--- config.mk ---
export PLATFORM = sky130hd
export DESIGN_NAME = key_command_queue_flat
export DESIGN_NICKNAME = d
export VERILOG_FILES = /design/src/rtl/key_command_queue_pkg.sv /design/src/rtl/key_command_queue_if.sv /design/src/rtl/key_command_queue_debounce.sv /design/src/rtl/key_command_queue.sv /design/src/flat_wrapper.sv
export SDC_FILE = /design/constraint.sdc
export NUM_CORES = 1
export LEC_CHECK = 0
export ABC_AREA = 1
export CORE_UTILIZATION = 62
export CTS_BUF_LIST = sky130_fd_sc_hd__clkbuf_4 sky130_fd_sc_hd__clkbuf_8
export CTS_CLUSTER_SIZE = 14
export DETAILED_ROUTE_END_ITERATION = 8
export PLACE_DENSITY = 0.86
export SYNTH_ARGS = -nofsm -noshare
export SYNTH_HDL_FRONTEND = slang
export SYNTH_HIERARCHICAL = 1
export SYNTH_SLANG_ARGS = --single-unit
--- constraint.sdc ---
create_clock -name clk -period 1.95 [get_ports clk]
set_input_delay 0.39 -clock clk [delete_from_list [all_inputs] [get_ports clk]]
set_output_delay 0.39 -clock clk [all_outputs]
set_load 0.05 [all_outputs]
--- src/rtl/key_command_queue_pkg.sv ---
// Shared constants for the blackjack key front end: button roles and debounce FSM states.
package blackjack_pkg;

    localparam int KEY_HIT   = 0;
    localparam int KEY_STAND = 1;
    localparam int KEY_DEAL  = 2;

    typedef enum logic [1:0] {
        ST_UP,
        ST_CONF_DN,
        ST_HELD,
        ST_CONF_UP
    } deb_state_t;

    function automatic int idx_width(input int n);
        return (n > 1) ? $clog2(n) : 1;
    endfunction

endpackage

--- src/rtl/key_command_queue_if.sv ---
// Command handshake between the key queue (master) and the game command decode (slave).
interface key_command_queue_if #(
    parameter int IDX_W = 2
) ();

    logic             cmd_valid;
    logic [IDX_W-1:0] cmd_index;
    logic             cmd_ready;

    modport master(output cmd_valid, output cmd_index, input cmd_ready);
    modport slave(input cmd_valid, input cmd_index, output cmd_ready);

endinterface

--- src/rtl/key_command_queue_debounce.sv ---
// One button: two-flop synchroniser, debounce FSM and optional auto-repeat.
module key_debounce
    import blackjack_pkg::*;
#(
    parameter int DEBOUNCE_CYCLES = 8,
    parameter int REPEAT_EN       = 0,
    parameter int REPEAT_DELAY    = 50,
    parameter int REPEAT_PERIOD   = 20
) (
    input  logic clk,
    input  logic reset,
    input  logic key_n,
    output logic level,
    output logic press
);

    localparam int CNT_W   = $clog2(DEBOUNCE_CYCLES + 1);
    localparam int RPT_MAX = (REPEAT_DELAY > REPEAT_PERIOD) ? REPEAT_DELAY : REPEAT_PERIOD;
    localparam int RPT_W   = $clog2(RPT_MAX + 1);

    logic             sync1, sync2, s;
    deb_state_t       state, state_n;
    logic [CNT_W-1:0] cnt, cnt_n;
    logic [RPT_W-1:0] rpt, rpt_n, rpt_inc, rpt_target;
    logic             rpt_first, rpt_first_n, press_n;

    always_ff @(posedge clk or negedge reset) begin
        if (!reset) begin
            sync1 <= 1'b1;
            sync2 <= 1'b1;
        end else begin
            sync1 <= key_n;
            sync2 <= sync1;
        end
    end

    assign s = ~sync2;

    always_ff @(posedge clk or negedge reset) begin
        if (!reset) begin
            state     <= ST_UP;
            cnt       <= '0;
            rpt       <= '0;
            rpt_first <= 1'b0;
            press     <= 1'b0;
        end else begin
            state     <= state_n;
            cnt       <= cnt_n;
            rpt       <= rpt_n;
            rpt_first <= rpt_first_n;
            press     <= press_n;
        end
    end

    // First repeat waits REPEAT_DELAY, later ones REPEAT_PERIOD; counter holds while confirming a release
    assign rpt_inc    = rpt + 1'b1;
    assign rpt_target = rpt_first ? RPT_W'(REPEAT_DELAY) : RPT_W'(REPEAT_PERIOD);

    always_comb begin
        state_n     = state;
        cnt_n       = cnt;
        rpt_n       = rpt;
        rpt_first_n = rpt_first;
        press_n     = 1'b0;
        case (state)
            ST_UP: begin
                if (s) begin
                    state_n = ST_CONF_DN;
                    cnt_n   = CNT_W'(1);
                end
            end
            ST_CONF_DN: begin
                if (!s) begin
                    state_n = ST_UP;
                end else if (cnt == CNT_W'(DEBOUNCE_CYCLES)) begin
                    state_n     = ST_HELD;
                    press_n     = 1'b1;
                    rpt_n       = '0;
                    rpt_first_n = 1'b1;
                end else begin
                    cnt_n = cnt + 1'b1;
                end
            end
            ST_HELD: begin
                if (!s) begin
                    state_n = ST_CONF_UP;
                    cnt_n   = CNT_W'(1);
                end else if (REPEAT_EN != 0) begin
                    if (rpt_inc == rpt_target) begin
                        press_n     = 1'b1;
                        rpt_n       = '0;
                        rpt_first_n = 1'b0;
                    end else begin
                        rpt_n = rpt_inc;
                    end
                end
            end
            ST_CONF_UP: begin
                if (s) begin
                    state_n = ST_HELD;
                end else if (cnt == CNT_W'(DEBOUNCE_CYCLES)) begin
                    state_n = ST_UP;
                end else begin
                    cnt_n = cnt + 1'b1;
                end
            end
            default: state_n = ST_UP;
        endcase
    end

    assign level = (state == ST_HELD) || (state == ST_CONF_UP);

endmodule

--- src/rtl/key_command_queue.sv ---
// Debounced key front end: per-key press events queued as a pending bitmask and
// presented lowest index first over a valid/ready handshake.
module key_command_queue
    import blackjack_pkg::*;
#(
    parameter int NUM_KEYS        = 4,
    parameter int DEBOUNCE_CYCLES = 8,
    parameter int REPEAT_EN       = 0,
    parameter int REPEAT_DELAY    = 50,
    parameter int REPEAT_PERIOD   = 20,
    parameter int IDX_W           = idx_width(NUM_KEYS)
) (
    input  logic                clk,
    input  logic                reset,
    input  logic [NUM_KEYS-1:0] KEY,
    output logic [NUM_KEYS-1:0] key_level,
    output logic [NUM_KEYS-1:0] key_press,
    key_command_queue_if.master cmd,
    output logic                overflow,
    input  logic                clr_overflow
);

    logic [NUM_KEYS-1:0] pending, pending_n, sel, accept_mask, drop;
    logic [IDX_W-1:0]    idx;
    logic                found, valid;

    for (genvar g = 0; g < NUM_KEYS; g++) begin : g_key
        key_debounce #(
            .DEBOUNCE_CYCLES(DEBOUNCE_CYCLES),
            .REPEAT_EN      (REPEAT_EN),
            .REPEAT_DELAY   (REPEAT_DELAY),
            .REPEAT_PERIOD  (REPEAT_PERIOD)
        ) u_deb (
            .clk  (clk),
            .reset(reset),
            .key_n(KEY[g]),
            .level(key_level[g]),
            .press(key_press[g])
        );
    end

    always_comb begin
        sel   = '0;
        idx   = '0;
        found = 1'b0;
        for (int unsigned i = 0; i < NUM_KEYS; i++) begin
            if (pending[i] && !found) begin
                sel[i] = 1'b1;
                idx    = IDX_W'(i);
                found  = 1'b1;
            end
        end
    end

    assign valid         = |pending;
    assign cmd.cmd_valid = valid;
    assign cmd.cmd_index = idx;

    // A press landing on the bit being accepted re-arms it instead of counting as a drop
    assign accept_mask = (valid && cmd.cmd_ready) ? sel : '0;
    assign drop        = key_press & pending & ~accept_mask;
    assign pending_n   = (pending & ~accept_mask) | key_press;

    always_ff @(posedge clk or negedge reset) begin
        if (!reset) begin
            pending  <= '0;
            overflow <= 1'b0;
        end else begin
            pending <= pending_n;
            if (|drop) begin
                overflow <= 1'b1;
            end else if (clr_overflow) begin
                overflow <= 1'b0;
            end
        end
    end

endmodule

--- src/flat_wrapper.sv ---
// flat-port wrapper written by rule: the top's interface ports become plain ports
module key_command_queue_flat import blackjack_pkg::*;
#(
    parameter int NUM_KEYS        = 4,
    parameter int DEBOUNCE_CYCLES = 8,
    parameter int REPEAT_EN       = 0,
    parameter int REPEAT_DELAY    = 50,
    parameter int REPEAT_PERIOD   = 20,
    parameter int IDX_W           = idx_width(NUM_KEYS)
)
  (clk, reset, KEY, key_level, key_press, overflow, clr_overflow, cmd_cmd_valid, cmd_cmd_index, cmd_cmd_ready);
  key_command_queue_if #(.IDX_W(IDX_W)) cmd_i ();
  input  logic clk;
  input  logic reset;
  input  logic [NUM_KEYS-1:0] KEY;
  output logic [NUM_KEYS-1:0] key_level;
  output logic [NUM_KEYS-1:0] key_press;
  output logic overflow;
  input  logic clr_overflow;
  output wire logic [$bits(cmd_i.cmd_valid)-1:0] cmd_cmd_valid;
  output wire logic [$bits(cmd_i.cmd_index)-1:0] cmd_cmd_index;
  input wire logic [$bits(cmd_i.cmd_ready)-1:0] cmd_cmd_ready;
  assign cmd_cmd_valid = cmd_i.cmd_valid;
  assign cmd_cmd_index = cmd_i.cmd_index;
  assign cmd_i.cmd_ready = cmd_cmd_ready;
  key_command_queue #(.NUM_KEYS(NUM_KEYS), .DEBOUNCE_CYCLES(DEBOUNCE_CYCLES), .REPEAT_EN(REPEAT_EN), .REPEAT_DELAY(REPEAT_DELAY), .REPEAT_PERIOD(REPEAT_PERIOD), .IDX_W(IDX_W)) u_core (.clk(clk), .reset(reset), .KEY(KEY), .key_level(key_level), .key_press(key_press), .cmd(cmd_i), .overflow(overflow), .clr_overflow(clr_overflow));
endmodule
==> out/qor.csv <==
metric,value,unit
netlist area before placement,1851,sq um
DRC Markers,0,
post-cts resize count,1,
CTS tree,built,
power share of the sequential group,0.520,
post-synth top area share,0.4462,
sequential fraction of the synthesis area,0.5598,
RSZ-0062 raised after global routing,no,
Final min period,1.902,ns
Power Internal,1.523,mW
Syn Nets,212,
"critical path fanouts, max",2,
Detail Route Antenna Nets,0,
Worst Path Arrival,1.51,ns
register area,1036,sq um
Max Cap Viol,0,
setup bufs post-CTS,0,
Total GRT Usage,0.2273,
clock skew,0.01767,ns
setup TNS,0,ns
Hold Path Class,input port to asynchronous set/reset pin,
total grt overflow,0,
slowest CP cell,clkdlybuf4s50_1,
GP Congestion,0.8459,
CP max stage delay,0.80,ns
vias in the first global route,1305,
outcome,completed,
Detailed Route Iter0 Violations,54,
critical path class,flip-flop to output port,
# setup viols final,0,
Psw,1.036,mW
first-pass GRT wire length,5.437,mm
"Net count, final",235,
mean area per synthesized cell,9.441,sq um
top post-synthesis cells by area,"dfrtp_1, dfstp_2, nand2_1",
Final HPWL DP,2.311,mm
filler cell count,204,
Multi-input gate area,709.4,sq um
pin count of the biggest net entering global routing,42,
most frequent cell after synthesis,nand2_1,
DR pass1 iterations,4,
worst-case clock buffer depth,2,
total CTS buffers,5,
Synth-to-Final Area Change,14.47,%
post-synth cell types,19,
vias,1325,
Slew Limit Fails,0,
Ports,20,
"flops & latches, synth",41,
"delay-heaviest family, CP",buffers and inverters,
Pwr Density,1208,nW/um^2
crit path cell chain,clkdlybuf4s50_1,
Die H,56.63,um
Detailed Route WL,3.085,mm
Starting Density,0.6653,
Clock transition at path regs,0.12,ns
LEAKAGE,1.188,nW
switch share,0.4048,
Port Buf Inserts,19,
CTS Sinks,41,
Inserted Diodes,0,
Skew-Pair Late Insertion Delay,0.34,ns
clock network fraction of design power,0.173,
number of synthesis warnings,6,
commonest cells in the netlist,"nand2_1, dfrtp_1, inv_1",
fmax,525.9,MHz
final period utilization,0.9752,
"Req. time, crit path",1.56,ns
"EDFF count, synth",0,
initial antenna violation count,0,
Post-synth ARST share,1.000,
drt wl/cell,12.29,um
layout cell share with drive strength beyond 1,0.1727,
Worst setup SP type,flip-flop,
CORE AREA,2781,sq um
crit end category,output port,
Die Area,3207,sq um
combinational share of power,0.307,
final hold vios,0,
cells after synthesis,196,
maximum VDD drop,0.001149,V
Yosys top cell by area,dfrtp_1,
die width,56.63,um
Slew @ Worst Pin,0.4998,ns
Row Count,19,
Relative slew margins,0.6663,
H-Tree Depth,2,
root buffer cell,clkbuf_4,
dominant synthesized flop cell,dfrtp_1,
Buf/Inv on CP,1,
final design utilization,0.7616,
Post-CTS Hold Buffers,0,
vias per inst,5.279,
kinds of logic (layout without fill, tap and decap cells):
logic type,after synthesis,after routing,share of synthesized area
AND/OR/NAND/NOR,95,95,0.2441
flip-flops,41,41,0.5598
buffers and inverters,28,52,0.05679
AO/OA/AOI/OAI,16,16,0.04733
adder cells (fa/ha/maj),8,8,0.05409
XOR/XNOR,8,8,0.03786
power groups by stage:
stage / clock [mW] / combinational [mW] / sequential [mW]
2_1_floorplan: 0 / 0.614 / 1.28
3_3_place_gp: 0 / 0.727 / 1.31
3_5_place_dp: 0 / 0.790 / 1.34
4_1_cts: 0.454 / 0.792 / 1.33
5_1_grt: 0.485 / 0.891 / 1.37
6_report: 0.443 / 0.786 / 1.33
sequential cells by signal, indices dropped and copies added (netlist names), named ones only:
register	flops
u_core/g_key.u_deb/cnt	16
u_core/g_key.u_deb/press	4
u_core/g_key.u_deb/state	4
u_core/g_key.u_deb/sync1	4
u_core/g_key.u_deb/sync2	4
u_core/overflow	1
u_core/pending	4
layout by cell type (no fill, tap or decap), drive strengths merged:
master / count
a21o: 3
a21oi: 1
buf: 9
clkbuf: 6
clkdlybuf4s50: 8
clkinv: 2
dfrtp: 33
dfstp: 8
dlygate4sd2: 1
dlymetal6s2s: 2
ha: 8
inv: 24
nand2: 60
nand3: 13
nand4: 8
nor2: 9
nor3: 1
o21ai: 12
or2: 4
xnor2: 4
xor2: 4
layer usage:
metal	GRT usage	share of wire
met3	0.04839	0.039
met4	0.1115	0.021
met2	0.3882	0.51
met1	0.2720	0.43
met5	0	0
stage by stage:
stage	instances	setup WS (ns)	hold WS, ns	total power, mW	area, sq um
5_1_grt	251	0.0006145	0.1002	2.742	2118
2_1_floorplan	196	0.04649	0.09441	1.892	1851
3_3_place_gp	243	0.4145	0.3458	2.041	2049
3_5_place_dp	243	0.3885	0.3481	2.129	2049
4_1_cts	251	0.0007375	0.08093	2.571	2113
6_report	251	0.04835	0.07361	2.558	2118
final timing paths:
path / start / end / slack, ns / cells after the start
worst min-delay path: reset / asynchronous set/reset pin / 0.07 / 2
worst max-delay path: u_core/g_key[2].u_deb/press$_DFF_PN0_ / key_press[2] / 0.05 / 1
min in group clk: u_core/g_key[1].u_deb/sync1$_DFF_PN1_ / u_core/g_key[1].u_deb/sync2$_DFF_PN1_ / 0.36 / 0
worst min register to register: u_core/g_key[1].u_deb/sync1$_DFF_PN1_ / u_core/g_key[1].u_deb/sync2$_DFF_PN1_ / 0.36 / 0
worst max register to register: u_core/g_key[2].u_deb/cnt[0]$_DFFE_PN0P_ / u_core/g_key[2].u_deb/cnt[3]$_DFFE_PN0P_ / 0.66 / 6
max in group asynchronous: reset / u_core/g_key[1].u_deb/sync2$_DFF_PN1_ / 1.50 / 2
final cells by class:
class	count	share of cell area
Sequential cell	41	0.4891
Multi-Input combinational cell	127	0.3349
Timing Repair Buffer	20	0.08447
Inverter	24	0.04253
Clock buffer	6	0.02422
Tap cell	31	0.01831
Clock inverter	2	0.006497
Power figures use the tool's default switching activity.
